File: config.mk
export PLATFORM = sky130hd
export DESIGN_NAME = instruction_unpacker
export DESIGN_NICKNAME = d
export VERILOG_FILES = /design/src/rtl/instruction_unpacker.sv
export SDC_FILE = /design/constraint.sdc
export NUM_CORES = 1
export LEC_CHECK = 0
export CORE_MARGIN = 10
export CORE_UTILIZATION = 45
export DETAILED_ROUTE_END_ITERATION = 10
export PLACE_DENSITY = 0.78
export SLEW_MARGIN = 0
export SYNTH_ARGS = -nofsm -noshare
export SYNTH_HDL_FRONTEND = slang
export SYNTH_SLANG_ARGS = --single-unit
File: constraint.sdc
create_clock -name clk -period 4.55 [get_ports clk]
set_input_delay 0.91 -clock clk [delete_from_list [all_inputs] [get_ports clk]]
set_output_delay 0.91 -clock clk [all_outputs]
set_load 0.005 [all_outputs]
File: src/rtl/instruction_unpacker.sv
// Front-end decode: reassembles one instruction_t from a header word plus 0-4
// argument words, widening each argument and flagging malformed headers.
package instructions;
  typedef logic [15:0] opcode_t;

  typedef struct packed {
    opcode_t     opcode;
    logic [3:0]  argSize0;
    logic [3:0]  argSize1;
    logic [3:0]  argSize2;
    logic [3:0]  argSize3;
    logic [7:0]  flags;
    logic [63:0] arg0;
    logic [63:0] arg1;
    logic [63:0] arg2;
    logic [63:0] arg3;
  } instruction_t;
endpackage

module instruction_unpacker
  import instructions::*;
#(
  parameter int unsigned OPCODE_COUNT = 91,
  parameter int unsigned MAX_ARGS     = 4
) (
  input  logic         clk,
  input  logic         reset,
  input  logic         flush,
  input  logic         in_valid,
  output logic         in_ready,
  input  logic [63:0]  in_data,
  output logic         out_valid,
  input  logic         out_ready,
  output instruction_t out_instr,
  output logic         out_illegal
);

  typedef enum logic [1:0] {HEADER, ARGS, EMIT} state_t;

  state_t      state;
  logic [15:0] opcode_q;
  logic [3:0]  size_q [MAX_ARGS];
  logic [7:0]  flags_q;
  logic [MAX_ARGS-1:0] sext_q;
  logic [2:0]  count_q;
  logic [1:0]  idx_q;
  logic [63:0] arg_q [MAX_ARGS];
  logic        illegal_q;
  logic        valid_q;

  logic [2:0]  hdr_count;
  logic        hdr_bad;
  logic        unused_reserved;

  assign hdr_count       = in_data[42:40];
  assign unused_reserved = ^in_data[63:47];

  // Size codes above 3 only matter in slots that will actually carry an argument.
  always_comb begin
    hdr_bad = ({16'b0, in_data[15:0]} >= OPCODE_COUNT) || ({29'b0, hdr_count} > MAX_ARGS);
    for (int unsigned n = 0; n < MAX_ARGS; n++) begin
      if ((n < {29'b0, hdr_count}) && (in_data[16 + 4*n + 2 +: 2] != 2'b00)) begin
        hdr_bad = 1'b1;
      end
    end
  end

  function automatic logic [63:0] widen(input logic [63:0] w, input logic [1:0] sz,
                                        input logic sx);
    logic [63:0] r;
    case (sz)
      2'd0:    r = sx ? {{56{w[7]}},  w[7:0]}  : {56'b0, w[7:0]};
      2'd1:    r = sx ? {{48{w[15]}}, w[15:0]} : {48'b0, w[15:0]};
      2'd2:    r = sx ? {{32{w[31]}}, w[31:0]} : {32'b0, w[31:0]};
      default: r = w;
    endcase
    return r;
  endfunction

  assign in_ready    = ~reset & ~flush & (state != EMIT);
  assign out_valid   = valid_q;
  assign out_illegal = illegal_q;
  assign out_instr   = '{opcode:   opcode_q,
                         argSize0: size_q[0], argSize1: size_q[1],
                         argSize2: size_q[2], argSize3: size_q[3],
                         flags:    flags_q,
                         arg0:     arg_q[0],  arg1:     arg_q[1],
                         arg2:     arg_q[2],  arg3:     arg_q[3]};

  always_ff @(posedge clk) begin
    if (reset) begin
      state     <= HEADER;
      valid_q   <= 1'b0;
      illegal_q <= 1'b0;
      opcode_q  <= '0;
      flags_q   <= '0;
      sext_q    <= '0;
      count_q   <= '0;
      idx_q     <= '0;
      for (int unsigned n = 0; n < MAX_ARGS; n++) begin
        size_q[n] <= '0;
        arg_q[n]  <= '0;
      end
    end else if (flush) begin
      state   <= HEADER;
      valid_q <= 1'b0;
      for (int unsigned n = 0; n < MAX_ARGS; n++) begin
        arg_q[n] <= '0;
      end
    end else begin
      case (state)
        HEADER: begin
          if (in_valid) begin
            opcode_q  <= in_data[15:0];
            flags_q   <= in_data[39:32];
            sext_q    <= in_data[46:43];
            count_q   <= hdr_count;
            idx_q     <= '0;
            illegal_q <= hdr_bad;
            for (int unsigned n = 0; n < MAX_ARGS; n++) begin
              size_q[n] <= in_data[16 + 4*n +: 4];
              arg_q[n]  <= '0;
            end
            if (hdr_bad || (hdr_count == 3'd0)) begin
              state   <= EMIT;
              valid_q <= 1'b1;
            end else begin
              state <= ARGS;
            end
          end
        end
        ARGS: begin
          if (in_valid) begin
            arg_q[idx_q] <= widen(in_data, size_q[idx_q][1:0], sext_q[idx_q]);
            idx_q        <= idx_q + 2'd1;
            if ({1'b0, idx_q} == (count_q - 3'd1)) begin
              state   <= EMIT;
              valid_q <= 1'b1;
            end
          end
        end
        EMIT: begin
          if (out_ready) begin
            state   <= HEADER;
            valid_q <= 1'b0;
          end
        end
        default: state <= HEADER;
      endcase
    end
  end

endmodule

==> results.ini <==
[cts]
ctsRootBufferMaster=clkbuf_16
cts_buffers=31
clkTransAtPathRegs_ns=0.06
cts_resized=0
cts_sinks=311
clk_latency_ns=0.56
cts_hold_buffers=0
ctsHtreeMaxLevel=1
cts_tree=yes
post-cts-setup-buffer-count=0
clk_path_buf_depth=3

[synth]
synth-edff-count=272
ys_types=50
ys.flop_type=edfxtp_1
synth.area.top_cells=edfxtp_1 69%, nor2_1 8.3%, dfxtp_1 6.6%, a21oi_1 2.5%, nand2_1 2.3%
synth-async-reset-ratio_pct=0
yosys.area.top_type=edfxtp_1
ys_ff_latch=311
synth_nets=963
yosysMostFrequentCell=edfxtp_1
ys_top_cells_by_count=272 x edfxtp_1, 260 x nor2_1, 73 x nand2_1
netlist_instances=890
yosys_warnings=0
synth_top_cell_area_share_pct=69.3
synth_area_um2=11800
seq_area_frac_synth_pct=76.0
syn_area_per_cell_um2=13.2

[final_layout]
seq_area_um2=8950
fin_nets=1333
drive_above_1_share_pct=7.17
final_util_pct=65.6
n_fill_cell=1849
fin_area_um2=17000
multi_input_area_um2=2630
area_delta_synth_final_pct=44.2

[timing]
grt_setup_unrepaired=false
clock_skew_ns=0.0158
hold-worst-slack_ns=0.455
fmax_mhz=302
timing.final.crit_share_pct=72.7
finalCriticalPeriod_ns=3.31
relSlewSlack_pct=27.7
worst_slew_pin_slew_ns=1.08
tns_ns=0
finalSetupViolations=0
finalMaxSlewViolations=0
hold_viol=0

[global_route]
grt-ovfl-total=0
use_met1_pct=26.0
first_global_vias=8616
globalRouteTotalUtil_pct=22.0
grt_first_pass_wirelength_mm=56.1
use_met3_pct=7.67
top_usage_layer=met2
antenna_found_initial=1
grt.met2_usage_pct=37.3
grt_max_degree=65

[floorplan]
start_util_pct=45.5
die_y_um=182
die-area_um2=33100
io_pins=368
core_region_area_um2=25900
num_rows=59
die_x_um=182

[setup_path]
cp_common_cell=buf_4
rrSetupSlack_ns=1.42
worstPathCellList=buf_2, buf_4, and4bb_2, nand3b_1, buf_4, nor3b_1, a221oi_4, buf_12, nor2_1
end_kind=flip-flop
criticalPathCategory=in -> reg
critPathMaxFanout=27
slowest_stage=a221oi_4
crit_buf_inv=4
critPathTopFamily=buffers and inverters
slowest_delay_ns=0.55
worstPathRequired_ns=4.85
worst_ep_arrival_time_ns=3.61
start_kind=input port

[worst_hold_path]
hold_class=reg -> reg

[drt]
wl_per_cell_um=23.6
vias=8596
dr.pass1.iters=4
antenna_left=0
finalWirelength_mm=38.2
drc=0
vias_per_cell=5.31
drt-initial-drc-count=504

[place]
gp_congestion=0.855
port_buffers=367
dp_hpwl_mm=26.7
placed_area_um2=15800

[pwr]
power_mw=6.69
p_leak_nw=6.54
power_density_nw_per_um2=394
vdd_ir_drop_max_uv=359

[job]
cap_violations=0

[outcome]
run_status=completed

[area by class of cell]
type	count	area share, %
multi-input combinational	525	15.5
clock inverter	26	2.17
clock buffer	31	4.57
tap	335	2.47
antenna	1	0.0147
sequential	311	52.7
timing repair buffer	385	22.5
inverter	6	0.133
[state kept, by name (all words and copies together) (netlist names), named ones only]
name and cells:
size_q 16, opcode_q 16, out_illegal 1, flags_q 8
arg_q 256, state 2, sext_q 4, count_q 3
out_valid 1, idx_q 2
[report_power, final]
| part | switching [mW] | total, mW | internal [mW] | leakage, nW |
|---|---|---|---|---|
| clock network | 1.10 | 2.86 | 1.76 | 0.557 |
| logic | 0.270 | 0.561 | 0.290 | 2.58 |
| registers | 0.0458 | 3.27 | 3.22 | 3.41 |
| total | 1.42 | 6.69 | 5.27 | 6.54 |
[per-stage QoR]
step	worst slack [ns]	instances
3_3_place_gp	0.793	1562
2_1_floorplan	0.668	890
5_1_grt	1.09	1620
4_1_cts	1.28	1619
3_5_place_dp	0.706	1562
6_report	1.24	1620
[cell usage in the layout (no fill, tap or decap), types with 9 or more instances in the layout]
cell type | Yosys | routed
bufinv_16 | 0 | 9
clkdlybuf4s50_1 | 0 | 366
edfxtp_1 | 272 | 272
and2_1 | 43 | 43
buf_4 | 0 | 17
and3_1 | 9 | 9
a21oi_1 | 60 | 60
clkbuf_16 | 0 | 31
nand2_1 | 73 | 71
nor2_1 | 260 | 260
dfxtp_1 | 39 | 39
[worst min-delay path, cell delays in order, from the launching register on]
cell     delay [ns]
dfxtp_1        0.31
nand2_1        0.05
a21oi_1        0.05
[worst paths after layout]
kind	startpoint	to	depth (start not counted)
max	reset	arg_q[1][47]	9
min	flags_q[5]	flags_q[5]	2
max reg2reg	flip-flop	arg_q[3][47]	6
min reg2reg	flags_q[5]	flags_q[5]	2
[kinds of logic (layout without fill, tap and decap cells)]
group / after synthesis / count (layout) / synth area share (%)
AND/OR/NAND/NOR: 431 / 431 / 16.1
flip-flops: 311 / 311 / 76.0
AO/OA/AOI/OAI: 81 / 81 / 4.17
buffers and inverters: 54 / 448 / 2.29
multiplexers: 6 / 6 / 0.839
adder cells (fa/ha/maj): 4 / 4 / 0.425
XOR/XNOR: 3 / 3 / 0.223
other: 0 / 1 / 0
[layer usage]
| layer | share of wire, % | up-vias |
|---|---|---|
| li1 | - | 3838 |
| met1 | 37 | 4273 |
| met3 | 11 | 59 |
| met2 | 49 | 426 |
| met4 | 2.8 | 0 |
| met5 | 0 | - |
Power figures use the tool's default switching activity.
